$ cat src/rtl/decade_tick_scheduler_pkg.sv
// Shared definitions for the decade tick scheduler: rate codes, channel
// state encoding and decade modulus.
package tick_sched_pkg;

    localparam logic [2:0] RATE_1HZ   = 3'd0;
    localparam logic [2:0] RATE_10HZ  = 3'd1;
    localparam logic [2:0] RATE_100HZ = 3'd2;
    localparam logic [2:0] RATE_1KHZ  = 3'd3;
    localparam logic [2:0] RATE_10KHZ = 3'd4;
    localparam logic [2:0] RATE_100KHZ = 3'd5;
    localparam logic [2:0] RATE_1MHZ  = 3'd6;
    localparam logic [2:0] RATE_RSVD  = 3'd7;

    localparam int unsigned DECADE_MOD  = 10;
    localparam int unsigned NUM_DECADES = 6;

    typedef enum logic [1:0] {
        CH_IDLE    = 2'd0,
        CH_PENDING = 2'd1,
        CH_RUN     = 2'd2
    } ch_state_e;

    // True for codes that select an actual strobe rate.
    function automatic logic rate_is_valid(input logic [2:0] rate);
        return rate != RATE_RSVD;
    endfunction

endpackage

$ cat src/rtl/decade_tick_scheduler_if.sv
// Configuration port of the decade tick scheduler (valid/ready handshake).
interface decade_tick_scheduler_if #(
    parameter int unsigned CH_W = 2
);
    logic            cfg_valid;
    logic            cfg_ready;
    logic [CH_W-1:0] cfg_ch;
    logic [2:0]      cfg_rate;
    logic            cfg_en;

    modport master (
        output cfg_valid,
        output cfg_ch,
        output cfg_rate,
        output cfg_en,
        input  cfg_ready
    );

    modport slave (
        input  cfg_valid,
        input  cfg_ch,
        input  cfg_rate,
        input  cfg_en,
        output cfg_ready
    );
endinterface

$ cat src/rtl/decade_tick_scheduler_decade_counter.sv
// Mod-10 counter stage: advances on each enable pulse and emits a carry
// strobe in the same cycle as the 9->0 wrap.
module decade_counter
    import tick_sched_pkg::*;
(
    input  logic sys_clock,
    input  logic reset,
    input  logic en,
    output logic carry
);
    localparam logic [3:0] LAST = 4'(DECADE_MOD - 1);

    logic [3:0] count;

    // Count enable pulses, wrapping at the decade boundary.
    always_ff @(posedge sys_clock or posedge reset) begin
        if (reset) begin
            count <= '0;
        end else if (en) begin
            count <= (count == LAST) ? '0 : count + 4'd1;
        end
    end

    assign carry = en & (count == LAST);

endmodule

$ cat src/rtl/decade_tick_scheduler.sv
// Decade tick scheduler: a prescaler and six chained decade counters produce
// single-cycle strobes from 1 MHz (bit 6) down to 1 Hz (bit 0); NUM_CH
// channels each emit a tick enable at a configured decade rate.
// Optional build macro TICK_SCHED_SYNC_START_EN: pending channels start on
// the 1 Hz boundary instead of their own rate boundary.
module decade_tick_scheduler
    import tick_sched_pkg::*;
#(
    parameter int unsigned SYS_DIV = 50,
    parameter int unsigned NUM_CH  = 4,
    parameter int unsigned CH_W    = 2
) (
    input  logic                 sys_clock,
    input  logic                 reset,
    decade_tick_scheduler_if.slave cfg,
    output logic [6:0]           strobe,
    output logic [NUM_CH-1:0]    tick_out,
    output logic [NUM_CH-1:0]    ch_active,
    output logic                 cfg_err
);
    localparam int unsigned PRE_W = (SYS_DIV > 2) ? $clog2(SYS_DIV) : 1;
    localparam logic [PRE_W-1:0] PRE_LAST = PRE_W'(SYS_DIV - 1);

    logic [PRE_W-1:0] pre_count;
    logic [7:0]       strobe_ext;
    logic             accept;
    logic             err_d;

    ch_state_e        state_q [NUM_CH];
    ch_state_e        state_d [NUM_CH];
    logic [2:0]       rate_q  [NUM_CH];
    logic [2:0]       rate_d  [NUM_CH];
    logic [NUM_CH-1:0] ch_hit;
    logic [NUM_CH-1:0] boundary;
    logic [NUM_CH-1:0] tick_d;

    // Prescaler: wraps every SYS_DIV cycles to form the 1 MHz strobe.
    always_ff @(posedge sys_clock or posedge reset) begin
        if (reset) begin
            pre_count <= '0;
        end else if (pre_count == PRE_LAST) begin
            pre_count <= '0;
        end else begin
            pre_count <= pre_count + 1'b1;
        end
    end

    assign strobe[6] = (pre_count == PRE_LAST);

    for (genvar k = 0; k < NUM_DECADES; k++) begin : g_decade
        decade_counter u_decade (
            .sys_clock (sys_clock),
            .reset     (reset),
            .en        (strobe[k+1]),
            .carry     (strobe[k])
        );
    end

    // Code 7 reads as a permanently low strobe.
    assign strobe_ext = {1'b0, strobe};

    // Handshake: stall only while the addressed channel waits for its boundary.
    always_comb begin
        cfg.cfg_ready = ~reset;
        for (int unsigned c = 0; c < NUM_CH; c++) begin
            if (cfg.cfg_ch == CH_W'(c) && state_q[c] == CH_PENDING) begin
                cfg.cfg_ready = 1'b0;
            end
        end
    end

    assign accept = cfg.cfg_valid & cfg.cfg_ready;

    // Decode which channel the accepted config targets and its start boundary.
    always_comb begin
        ch_hit   = '0;
        boundary = '0;
        for (int unsigned c = 0; c < NUM_CH; c++) begin
            ch_hit[c] = accept && (cfg.cfg_ch == CH_W'(c));
`ifdef TICK_SCHED_SYNC_START_EN
            boundary[c] = strobe[0];
`else
            boundary[c] = strobe_ext[rate_q[c]];
`endif
        end
    end

    // Channel next state: a config always overrides a coincident boundary.
    always_comb begin
        for (int unsigned c = 0; c < NUM_CH; c++) begin
            state_d[c] = state_q[c];
            rate_d[c]  = rate_q[c];
            if (ch_hit[c]) begin
                if (cfg.cfg_en && rate_is_valid(cfg.cfg_rate)) begin
                    state_d[c] = CH_PENDING;
                    rate_d[c]  = cfg.cfg_rate;
                end else begin
                    state_d[c] = CH_IDLE;
                end
            end else if (state_q[c] == CH_PENDING && boundary[c]) begin
                state_d[c] = CH_RUN;
            end
        end
    end

    // Channel outputs: ticks only from RUN, dropped when a config lands.
    always_comb begin
        tick_d    = '0;
        ch_active = '0;
        for (int unsigned c = 0; c < NUM_CH; c++) begin
            ch_active[c] = (state_q[c] == CH_RUN);
            tick_d[c]    = (state_q[c] == CH_RUN) && strobe_ext[rate_q[c]] && !ch_hit[c];
        end
        err_d = cfg_err | (accept & ~rate_is_valid(cfg.cfg_rate));
    end

    // State register for channels, tick outputs and the sticky error flag.
    always_ff @(posedge sys_clock or posedge reset) begin
        if (reset) begin
            for (int unsigned c = 0; c < NUM_CH; c++) begin
                state_q[c] <= CH_IDLE;
                rate_q[c]  <= '0;
            end
            tick_out <= '0;
            cfg_err  <= 1'b0;
        end else begin
            for (int unsigned c = 0; c < NUM_CH; c++) begin
                state_q[c] <= state_d[c];
                rate_q[c]  <= rate_d[c];
            end
            tick_out <= tick_d;
            cfg_err  <= err_d;
        end
    end

endmodule

$ cat src/flat_wrapper.sv
// flat-port wrapper written by rule: the top's interface ports become plain ports
module decade_tick_scheduler_flat import tick_sched_pkg::*;
#(
    parameter int unsigned SYS_DIV = 50,
    parameter int unsigned NUM_CH  = 4,
    parameter int unsigned CH_W    = 2
)
  (sys_clock, reset, strobe, tick_out, ch_active, cfg_err, cfg_cfg_valid, cfg_cfg_ch, cfg_cfg_rate, cfg_cfg_en, cfg_cfg_ready);
  decade_tick_scheduler_if #(.CH_W(CH_W)) cfg_i ();
  input  logic sys_clock;
  input  logic reset;
  output logic [6:0] strobe;
  output logic [NUM_CH-1:0] tick_out;
  output logic [NUM_CH-1:0] ch_active;
  output logic cfg_err;
  input wire logic [$bits(cfg_i.cfg_valid)-1:0] cfg_cfg_valid;
  input wire logic [$bits(cfg_i.cfg_ch)-1:0] cfg_cfg_ch;
  input wire logic [$bits(cfg_i.cfg_rate)-1:0] cfg_cfg_rate;
  input wire logic [$bits(cfg_i.cfg_en)-1:0] cfg_cfg_en;
  output wire logic [$bits(cfg_i.cfg_ready)-1:0] cfg_cfg_ready;
  assign cfg_i.cfg_valid = cfg_cfg_valid;
  assign cfg_i.cfg_ch = cfg_cfg_ch;
  assign cfg_i.cfg_rate = cfg_cfg_rate;
  assign cfg_i.cfg_en = cfg_cfg_en;
  assign cfg_cfg_ready = cfg_i.cfg_ready;
  decade_tick_scheduler #(.SYS_DIV(SYS_DIV), .NUM_CH(NUM_CH), .CH_W(CH_W)) u_core (.sys_clock(sys_clock), .reset(reset), .cfg(cfg_i), .strobe(strobe), .tick_out(tick_out), .ch_active(ch_active), .cfg_err(cfg_err));
endmodule
$ cat config.mk
export PLATFORM = sky130hd
export DESIGN_NAME = decade_tick_scheduler_flat
export DESIGN_NICKNAME = d
export VERILOG_FILES = /design/src/rtl/decade_tick_scheduler_pkg.sv /design/src/rtl/decade_tick_scheduler_if.sv /design/src/rtl/decade_tick_scheduler_decade_counter.sv /design/src/rtl/decade_tick_scheduler.sv /design/src/flat_wrapper.sv
export SDC_FILE = /design/constraint.sdc
export NUM_CORES = 1
export LEC_CHECK = 0
export ABC_AREA = 1
export BUFFER_PORTS_ARGS = -buffer_cell sky130_fd_sc_hd__buf_4
export CAP_MARGIN = 20
export CORE_MARGIN = 5
export CORE_UTILIZATION = 45
export CTS_BUF_LIST = sky130_fd_sc_hd__clkbuf_4 sky130_fd_sc_hd__clkbuf_8
export DETAILED_ROUTE_END_ITERATION = 8
export GPL_TIMING_DRIVEN = 0
export PLACE_DENSITY = 0.74
export SYNTH_ARGS = -nofsm -noshare
export SYNTH_HDL_FRONTEND = slang
export SYNTH_SLANG_ARGS = --single-unit
$ cat constraint.sdc
create_clock -name sys_clock -period 2.7 [get_ports sys_clock]
set_input_delay 0 -clock sys_clock [delete_from_list [all_inputs] [get_ports sys_clock]]
set_output_delay 0 -clock sys_clock [all_outputs]
set_load 0.005 [all_outputs]
==> flow_results.xml, run 1 <==
<?xml version="1.0" encoding="UTF-8"?>
<metrics>
  <group name="timing">
    <metric name="finalMaxSlewViolations" unit="">0</metric>
    <metric name="finalSetupViolCount" unit="">0</metric>
    <metric name="max_slew_margin" unit="">0.646</metric>
    <metric name="highest_achievable_clock_rate" unit="MHz">471</metric>
    <metric name="timing.final.hold_violations" unit="">0</metric>
    <metric name="fin_crit_sh" unit="">0.786</metric>
    <metric name="worstMarginPinSlew" unit="ps">528</metric>
    <metric name="layout_min_cycle_time" unit="ps">2120</metric>
    <metric name="grt_setup_unrepaired" unit="">no</metric>
    <metric name="worst_hold_slack" unit="ps">149</metric>
    <metric name="clock-skew-final" unit="ps">10.9</metric>
  </group>
  <group name="logic_synthesis">
    <metric name="synth_xor_area_frac" unit="">0.0441</metric>
    <metric name="synth-adder-area-share" unit="">0.00847</metric>
    <metric name="muxShareOfSynthArea" unit="">0.00339</metric>
    <metric name="synth_cell_types" unit="">33</metric>
    <metric name="syn_inst" unit="">354</metric>
    <metric name="ys_ff_latch" unit="">55</metric>
    <metric name="synth_area" unit="µm²">2950</metric>
    <metric name="synthesized_area_fraction_occupied_by_and_or_nand_nor_cells" unit="">0.273</metric>
    <metric name="count_of_yosys_warnings_during_synthesis" unit="">0</metric>
    <metric name="combinational_family_with_the_most_area_after_synthesis" unit="">simple AND/OR/NAND/NOR gates</metric>
    <metric name="synth_compound_gate_area_share" unit="">0.0979</metric>
    <metric name="post_synth.cell_area_avg" unit="µm²">8.34</metric>
    <metric name="proportion_of_synthesized_chip_area_in_sequential_cells" unit="">0.466</metric>
    <metric name="synth_nets" unit="">365</metric>
  </group>
  <group name="global_routing">
    <metric name="grt_max_degree" unit="">43</metric>
    <metric name="initial_antenna_violation_count" unit="">0</metric>
    <metric name="groute.usage.overall" unit="">0.149</metric>
    <metric name="first_global_vias" unit="">2316</metric>
    <metric name="grt_first_pass_wirelength" unit="µm">10400</metric>
    <metric name="grt_overflow" unit="">0</metric>
  </group>
  <group name="place">
    <metric name="dpl.cell_count" unit="">457</metric>
    <metric name="routabilityCongestion" unit="">0.780</metric>
    <metric name="dpl.hpwl" unit="µm">4230</metric>
    <metric name="buffer_ports.inserted" unit="">25</metric>
  </group>
  <group name="critical_path">
    <metric name="worstSetupStartpointType" unit="">register</metric>
    <metric name="setup.reg_to_reg.worst_slack" unit="ps">880</metric>
    <metric name="timing.rr.end" unit="">u_core.state_q[0]$_DFFE_PP0P_</metric>
    <metric name="critical_path.slowest_cell" unit="">sky130_fd_sc_hd__dfrtp_1</metric>
    <metric name="worstPathCellList" unit="">inv_1 &gt; ha_1 &gt; nand2_2 &gt; nor2_8 &gt; nand4_4 &gt; nor2_8 &gt; nand2_4 &gt; nor4_1 &gt; buf_4 &gt; buf_4</metric>
    <metric name="cpPeakStageDelay" unit="ps">400</metric>
    <metric name="critPathRequiredTime" unit="ps">2700</metric>
    <metric name="endpoint_kind" unit="">output port</metric>
    <metric name="reg2reg_depth" unit="">9</metric>
    <metric name="cp.arrival" unit="ps">2120</metric>
    <metric name="timing_worst_setup_path_type" unit="">reg2out</metric>
    <metric name="worst-path-buf-inv" unit="">3</metric>
    <metric name="worstPathMaxFanout" unit="">8</metric>
    <metric name="timing.critical_path.depth" unit="">10</metric>
    <metric name="regToRegStartpoint" unit="">u_core.pre_count[1]$_DFF_PP0_</metric>
    <metric name="cpLargestDelayFamily" unit="">simple AND/OR/NAND/NOR gates</metric>
  </group>
  <group name="cts">
    <metric name="cts.repair.resized" unit="">0</metric>
    <metric name="htree_num_levels" unit="">2</metric>
    <metric name="clkTransAtPathRegs" unit="ps">90</metric>
    <metric name="clockBufferDepth" unit="">2</metric>
    <metric name="insertion_delay" unit="ps">310</metric>
    <metric name="cts-buffers-inserted" unit="">5</metric>
    <metric name="tritoncts_clock_tree" unit="">yes</metric>
    <metric name="clock-sinks" unit="">55</metric>
    <metric name="post_cts_hold_buffer_count" unit="">5</metric>
    <metric name="post_cts.repair.setup_buffers" unit="">0</metric>
    <metric name="ctsRootBufferMaster" unit="">sky130_fd_sc_hd__clkbuf_8</metric>
  </group>
  <group name="min_path">
    <metric name="hold_path_end" unit="">u_core.tick_out[0]$_DFF_PP0_</metric>
    <metric name="whs_path_depth" unit="">5</metric>
    <metric name="min_path_type" unit="">in2reg</metric>
    <metric name="min_from" unit="">cfg_cfg_ch[0]</metric>
  </group>
  <group name="cells_and_area">
    <metric name="antennaDiodeCount" unit="">0</metric>
    <metric name="nets" unit="">403</metric>
    <metric name="area_growth" unit="%">16.6</metric>
    <metric name="final-instance-count-excl-fill" unit="">470</metric>
    <metric name="drive_above_1_share" unit="">0.198</metric>
  </group>
  <group name="power_and_ir_drop">
    <metric name="power_leakage" unit="nW">1.71</metric>
    <metric name="p_total" unit="mW">2.23</metric>
    <metric name="cell_internal_pwr" unit="mW">1.56</metric>
    <metric name="power.share.combinational" unit="">0.236</metric>
    <metric name="net-switching-power" unit="µW">670</metric>
    <metric name="switching_share" unit="">0.301</metric>
    <metric name="clockPowerShare" unit="">0.289</metric>
    <metric name="power_frac_seq" unit="">0.475</metric>
    <metric name="p_per_area" unit="nW/µm²">647</metric>
    <metric name="max-vdd-ir-drop" unit="V">0.000328</metric>
  </group>
  <group name="drt">
    <metric name="route.vias.total" unit="">2319</metric>
    <metric name="detailedRoute.firstIterationViolations" unit="">169</metric>
    <metric name="route.detailed.vias_per_inst" unit="">4.93</metric>
    <metric name="postRouteAntennaNets" unit="">0</metric>
    <metric name="first_pass_iters" unit="">4</metric>
    <metric name="wl_cell" unit="µm">12.2</metric>
    <metric name="wirelength" unit="µm">5720</metric>
    <metric name="drt_drc_violations_left" unit="">0</metric>
  </group>
  <group name="outcome">
    <metric name="status" unit="">completed</metric>
  </group>
  <group name="floorplan">
    <metric name="die-width" unit="µm">91.0</metric>
    <metric name="number_of_top_level_pins" unit="">26</metric>
    <metric name="floorplan_die_area" unit="µm²">8280</metric>
    <metric name="initial_core_util" unit="">0.465</metric>
    <metric name="floorplan.core_area" unit="µm²">6350</metric>
    <metric name="die_h" unit="µm">91.0</metric>
    <metric name="fp-row-count" unit="">29</metric>
  </group>
  <group name="run">
    <metric name="max_cap_violations" unit="">0</metric>
  </group>
</metrics>
through the flow:
step | setup WS, ps | setup TNS (ps) | utilization | cell area, µm²
CTS | 548 | 0 | 0.542 | 3440
finish | 577 | 0 | 0.542 | 3440
detailed placement | 872 | 0 | 0.513 | 3260
floorplan | 352 | 0 | - | 2950
global route | 414 | 0 | 0.542 | 3440
global placement | -458 | -8940 | 0.510 | 3240
per-layer routing:
metal | part of all wire | track usage | routed length (µm)
met5 | 0 | 0 | 0
met4 | 0.014 | 0.0513 | 79
met3 | 0.031 | 0.0306 | 178
met2 | 0.50 | 0.254 | 2860
met1 | 0.46 | 0.188 | 2610
cell type report:
type	instances	area (µm²)
Buffer	8	57.6
Clock buffer	5	68.8
Clock inverter	3	67.6
Fill cell	551	2910
Inverter	69	259
Multi-Input combinational cell	222	1260
Sequential cell	55	1380
Tap cell	77	96.3
Timing Repair Buffer	31	258
power groups by stage:
stage | clock network [mW] | registers [mW] | logic, mW
2_1_floorplan | 0 | 1.05 | 0.349
3_3_place_gp | 0 | 1.06 | 0.501
3_5_place_dp | 0 | 1.07 | 0.521
4_1_cts | 0.663 | 1.05 | 0.530
5_1_grt | 0.699 | 1.08 | 0.611
6_report | 0.645 | 1.06 | 0.525
logic make-up (layout without fill, tap and decap cells):
logic type,after synthesis,count (layout)
compound gates,53,53
xor+xnor,14,14
fa+ha+maj,2,2
buf+inv,77,116
flops,55,55
mux,1,1
simple gates,152,152
cell usage after synthesis, drive strengths merged:
library cell	count	area share
nand2	67	0.089
ha	2	0.0085
o22ai	1	0.0021
nand3	19	0.043
xor2	12	0.036
nor3	4	0.010
nand4	7	0.020
inv	69	0.088
xnor2	2	0.0085
o21bai	1	0.0025
nor4	1	0.0021
a31oi	4	0.0085
o21ai	30	0.051
nor2	50	0.099
a211oi	1	0.0068
or2	3	0.0064
dfrtp	55	0.47
a21oi	16	0.027
mux2i	1	0.0034
nand3b	1	0.0025
buf	8	0.019
cells in the final DEF, fill, tap and decap left out, types with 5 or more instances in the layout:
cell type / Yosys / final
sky130_fd_sc_hd__a21oi_1: 16 / 16
sky130_fd_sc_hd__buf_4: 7 / 32
sky130_fd_sc_hd__clkbuf_8: 0 / 5
sky130_fd_sc_hd__dfrtp_1: 55 / 55
sky130_fd_sc_hd__dlygate4sd3_1: 0 / 5
sky130_fd_sc_hd__inv_1: 65 / 64
sky130_fd_sc_hd__inv_2: 4 / 5
sky130_fd_sc_hd__nand2_1: 64 / 64
sky130_fd_sc_hd__nand3_1: 14 / 14
sky130_fd_sc_hd__nand4_1: 6 / 6
sky130_fd_sc_hd__nor2_1: 35 / 35
sky130_fd_sc_hd__nor2_2: 5 / 5
sky130_fd_sc_hd__nor2_4: 8 / 8
sky130_fd_sc_hd__o21ai_0: 30 / 30
sky130_fd_sc_hd__xor2_1: 12 / 12
worst reg2reg max path: stages (launching register included):
cell	delay, ps
sky130_fd_sc_hd__dfrtp_1	400
sky130_fd_sc_hd__inv_1	60
sky130_fd_sc_hd__ha_1	150
sky130_fd_sc_hd__nand2_2	100
sky130_fd_sc_hd__nor2_8	170
sky130_fd_sc_hd__nand2_1	220
sky130_fd_sc_hd__o21ai_0	360
sky130_fd_sc_hd__nand3_1	150
sky130_fd_sc_hd__nand2_1	90
sky130_fd_sc_hd__nand2_1	50
state kept, by name (all words and copies together), names as in the netlist:
signal	count
u_core.pre_count	6
u_core.cfg_err	1
u_core.state_q	8
u_core.tick_out	4
u_core.g_decade.u_decade.count	24
u_core.rate_q	12
worst max-delay path by stage:
stage,startpoint,endpoint
floorplan,reset,u_core.rate_q[0]$_DFFE_PP0P_
global placement,reset,u_core.rate_q[7]$_DFFE_PP0P_
detailed placement,u_core.pre_count[1]$_DFF_PP0_,u_core.g_decade[0].u_decade.count[2]$_DFFE_PP0N_
CTS,u_core.pre_count[1]$_DFF_PP0_,strobe[0]
global route,u_core.g_decade[4].u_decade.count[2]$_DFFE_PP0N_,strobe[0]
finish,u_core.pre_count[1]$_DFF_PP0_,strobe[0]
Note: power is estimated with default switching activity, not from simulation.
==> run 2, diff against run 1 <==
--- a/config.mk
+++ b/config.mk
@@ -13,7 +13,7 @@
 export CTS_BUF_LIST = sky130_fd_sc_hd__clkbuf_4 sky130_fd_sc_hd__clkbuf_8
 export DETAILED_ROUTE_END_ITERATION = 8
 export GPL_TIMING_DRIVEN = 0
-export PLACE_DENSITY = 0.74
+export PLACE_DENSITY = 0.76
 export SYNTH_ARGS = -nofsm -noshare
 export SYNTH_HDL_FRONTEND = slang
 export SYNTH_SLANG_ARGS = --single-unit
==> constraint.sdc (replaced) <==
create_clock -name sys_clock -period 1.9 [get_ports sys_clock]
set_input_delay 0 -clock sys_clock [delete_from_list [all_inputs] [get_ports sys_clock]]
set_output_delay 0 -clock sys_clock [all_outputs]
set_load 0.005 [all_outputs]
==> flow_results.xml, run 2 (synthesis gave the netlist of run 1 again) <==
<?xml version="1.0" encoding="UTF-8"?>
<metrics>
  <group name="outcome">
    <metric name="status" unit="">completed</metric>
  </group>
  <group name="global_routing">
    <metric name="initial_antenna_violation_count" unit="">0</metric>
    <metric name="groute.usage.overall" unit="">0.152</metric>
    <metric name="grt_first_pass_wirelength" unit="µm">10400</metric>
    <metric name="grt_overflow" unit="">0</metric>
    <metric name="first_global_vias" unit="">2311</metric>
    <metric name="grt_max_degree" unit="">31</metric>
  </group>
  <group name="cts">
    <metric name="tritoncts_clock_tree" unit="">yes</metric>
    <metric name="clkTransAtPathRegs" unit="ps">100</metric>
    <metric name="htree_num_levels" unit="">2</metric>
    <metric name="cts-buffers-inserted" unit="">5</metric>
    <metric name="clockBufferDepth" unit="">2</metric>
    <metric name="ctsRootBufferMaster" unit="">sky130_fd_sc_hd__clkbuf_8</metric>
    <metric name="insertion_delay" unit="ps">310</metric>
    <metric name="clock-sinks" unit="">55</metric>
  </group>
  <group name="cells_and_area">
    <metric name="drive_above_1_share" unit="">0.274</metric>
    <metric name="sequential_cell_area" unit="µm²">1380</metric>
    <metric name="num-fill-cells" unit="">540</metric>
    <metric name="layout_top_registers" unit="">u_core.g_decade.u_decade.count: 24 flops, u_core.rate_q: 12 flops, u_core.state_q: 8 flops</metric>
    <metric name="registers.top_by_ff_count" unit="">u_core.g_decade.u_decade.count</metric>
    <metric name="flip_flop_count_of_the_largest_register_all_copies_and_words_added" unit="">24</metric>
    <metric name="most_common_cell_after_layout_fill_and_taps_aside" unit="">sky130_fd_sc_hd__inv_1</metric>
    <metric name="final-instance-count-excl-fill" unit="">496</metric>
    <metric name="multiInputGateArea" unit="µm²">1340</metric>
    <metric name="area_growth" unit="%">26.4</metric>
    <metric name="antennaDiodeCount" unit="">0</metric>
    <metric name="nets" unit="">430</metric>
    <metric name="layout.cells.most_common_list" unit="">64 x sky130_fd_sc_hd__inv_1, 62 x sky130_fd_sc_hd__nand2_1, 56 x sky130_fd_sc_hd__buf_4</metric>
  </group>
  <group name="min_path">
    <metric name="min_path_type" unit="">in2reg</metric>
    <metric name="min_from" unit="">cfg_cfg_ch[1]</metric>
  </group>
  <group name="critical_path">
    <metric name="cpPeakStageDelay" unit="ps">390</metric>
    <metric name="endpoint_kind" unit="">register</metric>
    <metric name="regToRegStartpoint" unit="">u_core.pre_count[1]$_DFF_PP0_</metric>
    <metric name="timing.critical_path.from" unit="">u_core.pre_count[1]$_DFF_PP0_</metric>
    <metric name="critical_path.slowest_cell" unit="">sky130_fd_sc_hd__dfrtp_1</metric>
    <metric name="worstPathCellList" unit="">inv_1 &gt; ha_2 &gt; nand2_4 &gt; nor2_8 &gt; buf_6 &gt; nand3_4 &gt; nor2_4 &gt; nand4_1 &gt; nand2_1 &gt; nand3_1 &gt; nand2_1 &gt; nand2_1</metric>
    <metric name="timing_worst_setup_path_type" unit="">reg2reg</metric>
    <metric name="reg2reg_depth" unit="">12</metric>
    <metric name="critPathRequiredTime" unit="ps">2110</metric>
    <metric name="cp.arrival" unit="ps">2020</metric>
    <metric name="setup.worst_path.end" unit="">u_core.state_q[6]$_DFFE_PP0P_</metric>
    <metric name="timing.rr.end" unit="">u_core.state_q[6]$_DFFE_PP0P_</metric>
    <metric name="worstPathMaxFanout" unit="">6</metric>
    <metric name="worstSetupStartpointType" unit="">register</metric>
    <metric name="path_common_cell" unit="">sky130_fd_sc_hd__nand2_1</metric>
    <metric name="setup.reg_to_reg.worst_slack" unit="ps">90</metric>
  </group>
  <group name="drt">
    <metric name="route.vias.total" unit="">2442</metric>
    <metric name="wl_cell" unit="µm">12.9</metric>
    <metric name="drt_drc_violations_left" unit="">0</metric>
    <metric name="detailedRoute.firstIterationViolations" unit="">208</metric>
    <metric name="first_pass_iters" unit="">4</metric>
    <metric name="wirelength" unit="µm">6400</metric>
    <metric name="postRouteAntennaNets" unit="">0</metric>
    <metric name="route.detailed.vias_per_inst" unit="">4.92</metric>
  </group>
  <group name="floorplan">
    <metric name="number_of_top_level_pins" unit="">26</metric>
    <metric name="die_h" unit="µm">91.0</metric>
    <metric name="fp-row-count" unit="">29</metric>
    <metric name="floorplan.core_area" unit="µm²">6350</metric>
    <metric name="initial_core_util" unit="">0.465</metric>
    <metric name="floorplan_die_area" unit="µm²">8280</metric>
    <metric name="die-width" unit="µm">91.0</metric>
  </group>
  <group name="power_and_ir_drop">
    <metric name="p_per_area" unit="nW/µm²">830</metric>
    <metric name="p_total" unit="mW">3.10</metric>
    <metric name="power_leakage" unit="nW">1.85</metric>
    <metric name="max-vdd-ir-drop" unit="V">0.000567</metric>
  </group>
  <group name="place">
    <metric name="buffer_ports.inserted" unit="">25</metric>
    <metric name="routabilityCongestion" unit="">0.805</metric>
    <metric name="dpl.hpwl" unit="µm">4250</metric>
    <metric name="dpl.cell_count" unit="">457</metric>
  </group>
  <group name="timing">
    <metric name="worst_hold_slack" unit="ps">137</metric>
    <metric name="layout_min_cycle_time" unit="ps">1810</metric>
    <metric name="timing.final.hold_violations" unit="">0</metric>
    <metric name="max_slew_margin" unit="">0.690</metric>
    <metric name="setup-tns-final" unit="ps">0</metric>
    <metric name="grt_setup_unrepaired" unit="">yes</metric>
    <metric name="worstMarginPinSlew" unit="ps">464</metric>
    <metric name="finalSetupViolCount" unit="">0</metric>
    <metric name="finalMaxSlewViolations" unit="">0</metric>
    <metric name="fin_crit_sh" unit="">0.955</metric>
    <metric name="clock-skew-final" unit="ps">6.64</metric>
    <metric name="highest_achievable_clock_rate" unit="MHz">551</metric>
  </group>
  <group name="run">
    <metric name="max_cap_violations" unit="">0</metric>
  </group>
</metrics>
## run 2: changes by cell type in the layout (fill, tap and decap cells not counted), moves of 2 or more
cell / delta
sky130_fd_sc_hd__buf_4: +24
sky130_fd_sc_hd__nand3_1: -4
sky130_fd_sc_hd__nand3_2: +3
sky130_fd_sc_hd__o21ai_0: -3
sky130_fd_sc_hd__o21ai_1: +3
sky130_fd_sc_hd__a21oi_1: -2
sky130_fd_sc_hd__a21oi_2: +2
sky130_fd_sc_hd__nand2_1: -2
## run 2: where the power goes
part / internal, mW / switching, mW / leakage, nW
Combinational: 0.358 / 0.467 / 1.08
Sequential: 1.37 / 0.130 / 0.714
Clock: 0.401 / 0.372 / 0.0547
Total: 2.13 / 0.969 / 1.85
## run 2: per-layer routing
layer,vias up,GRT usage,share of wire
met2,39,0.264,0.52
met5,-,0,0
met4,0,0.0526,0.015
met1,1164,0.189,0.43
li1,1231,-,-
met3,8,0.0264,0.034
## run 2: critical path, delay by kind of cell, from the launching register on
family,cells,cell delay [ps]
fa+ha+maj,1,180
flops,1,390
simple gates,9,950
buf+inv,2,210
## run 2: stage by stage
stage | utilization | area [µm²] | worst slack (ps)
final | 0.588 | 3730 | 86.4
after global routing | 0.588 | 3730 | -60.1
after CTS | 0.548 | 3480 | -70.4
after detailed placement | 0.513 | 3260 | -131
after global placement | 0.510 | 3240 | -344
after floorplan | - | 2960 | 206
## run 2: worst min-delay path by stage
stage | endpoint | slack, ps | depth (start not counted)
2_1_floorplan | u_core.cfg_err$_DFF_PP0_ | 80 | 1
3_3_place_gp | u_core.rate_q[3]$_DFFE_PP0P_ | 260 | 3
3_5_place_dp | u_core.g_decade[0].u_decade.count[2]$_DFFE_PP0N_ | 110 | 2
4_1_cts | u_core.tick_out[0]$_DFF_PP0_ | 140 | 5
5_1_grt | u_core.state_q[4]$_DFFE_PP0P_ | 160 | 6
6_report | u_core.state_q[4]$_DFFE_PP0P_ | 140 | 6
## run 2: final cells by class
type                    count  area share
flip-flops and latches     55       0.369
multi-input cells         222       0.359
repair buffers             59       0.134
inverters                  69      0.0704
well taps                  77      0.0258
clock buffers               6      0.0204
plain buffers               7      0.0134
clock inverters             1     0.00805
## run 2: what timing repair did
item	4_1_cts	5_1_grt
pin swaps	2	19
endpoints found under the hold margin	39	0
hold buffers	6	0
setup buffers	3	24
gates cloned	0	1
setup endpoints to repair	2	34
resized for setup	6	14
==> run 3, diff against run 2 <==
--- a/config.mk
+++ b/config.mk
@@ -5,7 +5,6 @@
 export SDC_FILE = /design/constraint.sdc
 export NUM_CORES = 1
 export LEC_CHECK = 0
-export ABC_AREA = 1
 export BUFFER_PORTS_ARGS = -buffer_cell sky130_fd_sc_hd__buf_4
 export CAP_MARGIN = 20
 export CORE_MARGIN = 5
==> flow_results.xml, run 3 <==
<?xml version="1.0" encoding="UTF-8"?>
<metrics>
  <group name="logic_synthesis">
    <metric name="syn_inst" unit="">279</metric>
    <metric name="yosys.area.top_type_share" unit="">0.470</metric>
    <metric name="synth_async_sr_flop_share" unit="">1.00</metric>
    <metric name="post_synth.cell_area_avg" unit="µm²">10.5</metric>
    <metric name="leading_post_synthesis_cells_by_cell_area" unit="">sky130_fd_sc_hd__dfrtp_1 47%, sky130_fd_sc_hd__mux2_2 5.8%, sky130_fd_sc_hd__xnor2_1 3.3%</metric>
    <metric name="dominantRegCellSynth" unit="">sky130_fd_sc_hd__dfrtp_1</metric>
    <metric name="synth_cell_types" unit="">57</metric>
    <metric name="synth_area_leader_cell" unit="">sky130_fd_sc_hd__dfrtp_1</metric>
    <metric name="count_of_flip_flops_with_a_built_in_enable_after_synthesis" unit="">0</metric>
    <metric name="synth.top_cells.by_count" unit="">55 x sky130_fd_sc_hd__dfrtp_1, 23 x sky130_fd_sc_hd__nor2_1, 17 x sky130_fd_sc_hd__nand2_1</metric>
    <metric name="post-synth-top-count-cell" unit="">sky130_fd_sc_hd__dfrtp_1</metric>
    <metric name="synth_nets" unit="">290</metric>
    <metric name="ys_ff_latch" unit="">55</metric>
    <metric name="synth_area" unit="µm²">2930</metric>
    <metric name="proportion_of_synthesized_chip_area_in_sequential_cells" unit="">0.470</metric>
    <metric name="count_of_yosys_warnings_during_synthesis" unit="">0</metric>
  </group>
  <group name="power_and_ir_drop">
    <metric name="power.share.combinational" unit="">0.227</metric>
    <metric name="p_per_area" unit="nW/µm²">786</metric>
    <metric name="power_leakage" unit="nW">1.68</metric>
    <metric name="power_frac_seq" unit="">0.500</metric>
    <metric name="max-vdd-ir-drop" unit="V">0.000623</metric>
    <metric name="net-switching-power" unit="µW">874</metric>
    <metric name="cell_internal_pwr" unit="mW">2.10</metric>
    <metric name="clockPowerShare" unit="">0.273</metric>
    <metric name="p_total" unit="mW">2.97</metric>
    <metric name="switching_share" unit="">0.294</metric>
  </group>
  <group name="critical_path">
    <metric name="timing_worst_setup_path_type" unit="">reg2reg</metric>
    <metric name="critPathRequiredTime" unit="ps">2150</metric>
    <metric name="cpPeakStageDelay" unit="ps">440</metric>
    <metric name="cpLargestDelayFamily" unit="">simple AND/OR/NAND/NOR gates</metric>
    <metric name="timing.critical_path.from" unit="">u_core.pre_count[3]$_DFF_PP0_</metric>
    <metric name="setup.reg_to_reg.worst_slack" unit="ps">20</metric>
    <metric name="timing.rr.end" unit="">u_core.tick_out[3]$_DFF_PP0_</metric>
    <metric name="worstSetupStartpointType" unit="">register</metric>
    <metric name="worstPathCellList" unit="">and4bb_1 &gt; buf_6 &gt; nand3_4 &gt; or3_4 &gt; o221ai_4 &gt; and4_1</metric>
    <metric name="timing.critical_path.depth" unit="">6</metric>
    <metric name="cp.arrival" unit="ps">2130</metric>
    <metric name="setup.worst_path.end" unit="">u_core.tick_out[3]$_DFF_PP0_</metric>
    <metric name="worst-path-buf-inv" unit="">1</metric>
    <metric name="critical_path.slowest_cell" unit="">sky130_fd_sc_hd__or3_4</metric>
    <metric name="endpoint_kind" unit="">register</metric>
    <metric name="reg2reg_depth" unit="">6</metric>
    <metric name="worstPathMaxFanout" unit="">8</metric>
    <metric name="regToRegStartpoint" unit="">u_core.pre_count[3]$_DFF_PP0_</metric>
  </group>
  <group name="timing">
    <metric name="finalMaxSlewViolations" unit="">0</metric>
    <metric name="worstMarginPinSlew" unit="ps">586</metric>
    <metric name="clock-skew-final" unit="ps">17.4</metric>
    <metric name="grt_setup_unrepaired" unit="">yes</metric>
    <metric name="max_slew_margin" unit="">0.609</metric>
    <metric name="timing.final.hold_violations" unit="">0</metric>
    <metric name="fin_crit_sh" unit="">0.987</metric>
    <metric name="highest_achievable_clock_rate" unit="MHz">533</metric>
    <metric name="finalSetupViolCount" unit="">0</metric>
    <metric name="layout_min_cycle_time" unit="ps">1880</metric>
  </group>
  <group name="drt">
    <metric name="wirelength" unit="µm">6460</metric>
    <metric name="drt_drc_violations_left" unit="">0</metric>
    <metric name="postRouteAntennaNets" unit="">0</metric>
    <metric name="detailedRoute.firstIterationViolations" unit="">146</metric>
    <metric name="first_pass_iters" unit="">4</metric>
    <metric name="route.vias.total" unit="">2327</metric>
    <metric name="wl_cell" unit="µm">15.2</metric>
    <metric name="route.detailed.vias_per_inst" unit="">5.49</metric>
  </group>
  <group name="cts">
    <metric name="clockBufferDepth" unit="">2</metric>
    <metric name="ctsRootBufferMaster" unit="">sky130_fd_sc_hd__clkbuf_8</metric>
    <metric name="tritoncts_clock_tree" unit="">yes</metric>
    <metric name="clock-sinks" unit="">55</metric>
    <metric name="htree_num_levels" unit="">2</metric>
    <metric name="insertion_delay" unit="ps">320</metric>
    <metric name="clkTransAtPathRegs" unit="ps">110</metric>
    <metric name="cts-buffers-inserted" unit="">5</metric>
  </group>
  <group name="cells_and_area">
    <metric name="flip_flop_count_of_the_largest_register_all_copies_and_words_added" unit="">24</metric>
    <metric name="registers.top_by_ff_count" unit="">u_core.g_decade.u_decade.count</metric>
    <metric name="area_growth" unit="%">29.2</metric>
    <metric name="most_common_cell_after_layout_fill_and_taps_aside" unit="">sky130_fd_sc_hd__buf_4</metric>
    <metric name="antennaDiodeCount" unit="">0</metric>
    <metric name="layout_top_registers" unit="">u_core.g_decade.u_decade.count: 24 flops, u_core.rate_q: 12 flops, u_core.state_q: 8 flops</metric>
    <metric name="drive_above_1_share" unit="">0.363</metric>
    <metric name="post-route-cell-area" unit="µm²">3780</metric>
    <metric name="num-fill-cells" unit="">502</metric>
    <metric name="nets" unit="">357</metric>
    <metric name="layout.cells.most_common_list" unit="">61 x sky130_fd_sc_hd__buf_4, 50 x sky130_fd_sc_hd__dfrtp_1, 23 x sky130_fd_sc_hd__nor2_1</metric>
  </group>
  <group name="floorplan">
    <metric name="die_h" unit="µm">90.7</metric>
    <metric name="floorplan.core_area" unit="µm²">6350</metric>
    <metric name="initial_core_util" unit="">0.461</metric>
    <metric name="floorplan_die_area" unit="µm²">8220</metric>
    <metric name="fp-row-count" unit="">29</metric>
    <metric name="number_of_top_level_pins" unit="">26</metric>
    <metric name="die-width" unit="µm">90.7</metric>
  </group>
  <group name="global_routing">
    <metric name="first_global_vias" unit="">2234</metric>
    <metric name="grt_max_degree" unit="">32</metric>
    <metric name="initial_antenna_violation_count" unit="">0</metric>
    <metric name="grt_overflow" unit="">0</metric>
    <metric name="grt_first_pass_wirelength" unit="µm">10400</metric>
    <metric name="groute.usage.overall" unit="">0.151</metric>
  </group>
  <group name="outcome">
    <metric name="status" unit="">completed</metric>
  </group>
  <group name="place">
    <metric name="dpl.hpwl" unit="µm">4000</metric>
    <metric name="placed_area" unit="µm²">3230</metric>
    <metric name="buffer_ports.inserted" unit="">25</metric>
    <metric name="routabilityCongestion" unit="">0.779</metric>
  </group>
  <group name="run">
    <metric name="max_cap_violations" unit="">0</metric>
  </group>
  <group name="min_path">
    <metric name="min_path_type" unit="">in2reg</metric>
  </group>
</metrics>
[run 3: kinds of logic (layout without fill, tap and decap cells)]
group | Yosys count | after routing | synth area share
xor gates and xnor gates | 15 | 15 | 0.0449
AOI/OAI and AO/OA | 50 | 50 | 0.127
adders and majority gates | 2 | 2 | 0.00855
buffers and inverters | 26 | 94 | 0.0457
DFF | 55 | 55 | 0.470
and+or+nand+nor | 116 | 116 | 0.246
muxes | 15 | 15 | 0.0577
[run 3: worst min-delay path by stage]
stage	from	endpoint	depth (start not counted)
after floorplan	reset	cfg_cfg_ready	1
after global placement	cfg_cfg_rate[2]	u_core.rate_q[2]$_DFFE_PP0P_	3
after detailed placement	reset	u_core.cfg_err$_DFF_PP0_	2
after CTS	cfg_cfg_ch[1]	u_core.state_q[1]$_DFFE_PP0P_	3
after global routing	cfg_cfg_ch[1]	u_core.state_q[1]$_DFFE_PP0P_	3
final	cfg_cfg_ch[1]	u_core.state_q[1]$_DFFE_PP0P_	3
[run 3: area by class of cell]
type / instances / area, µm² / share of cell area
Buffer: 8 / 56.3 / 0.0149
Clock buffer: 5 / 68.8 / 0.0182
Clock inverter: 3 / 47.5 / 0.0126
Inverter: 14 / 57.6 / 0.0152
Multi-Input combinational cell: 198 / 1560 / 0.413
Sequential cell: 55 / 1380 / 0.365
Tap cell: 77 / 96.3 / 0.0255
Timing Repair Buffer: 64 / 513 / 0.136
[run 3: worst min-delay path: stages]
cell                      delay [ps]
sky130_fd_sc_hd__buf_4           140
sky130_fd_sc_hd__a31oi_1         130
sky130_fd_sc_hd__a41o_1          100
[run 3: power by group through the flow]
stage | clock, mW | sequential [mW] | combinational (mW)
5_1_grt | 0.882 | 1.51 | 0.748
6_report | 0.813 | 1.49 | 0.674
3_3_place_gp | 0 | 1.48 | 0.578
3_5_place_dp | 0 | 1.48 | 0.600
2_1_floorplan | 0 | 1.45 | 0.402
4_1_cts | 0.824 | 1.46 | 0.652
[run 3: metal layers]
layer	GRT usage	up-vias	part of all wire
met2	0.241	45	0.50
met5	0	-	0
met3	0.0383	10	0.034
li1	-	1121	-
met1	0.199	1151	0.45
met4	0.0533	0	0.015
[run 3: what timing repair did]
item / CTS / global route
hold endpoints to repair: 37 / 0
pin swaps: 13 / 10
resized for setup: 19 / 22
hold buffers: 5 / 0
setup endpoints to repair: 24 / 21
setup buffers: 14 / 19
[run 3: metrics by stage]
stage	TNS, ps	hold slack [ps]	utilization	worst slack, ps	instances
final	0	84.4	0.596	24.4	424
after global routing	-308	88.6	0.596	-54.7	424
after CTS	-37.2	71.4	0.566	-15.1	409
after detailed placement	-2450	118	0.509	-206	382
after global placement	-11640	258	0.506	-185	381
after floorplan	0	44.5	-	54.4	279
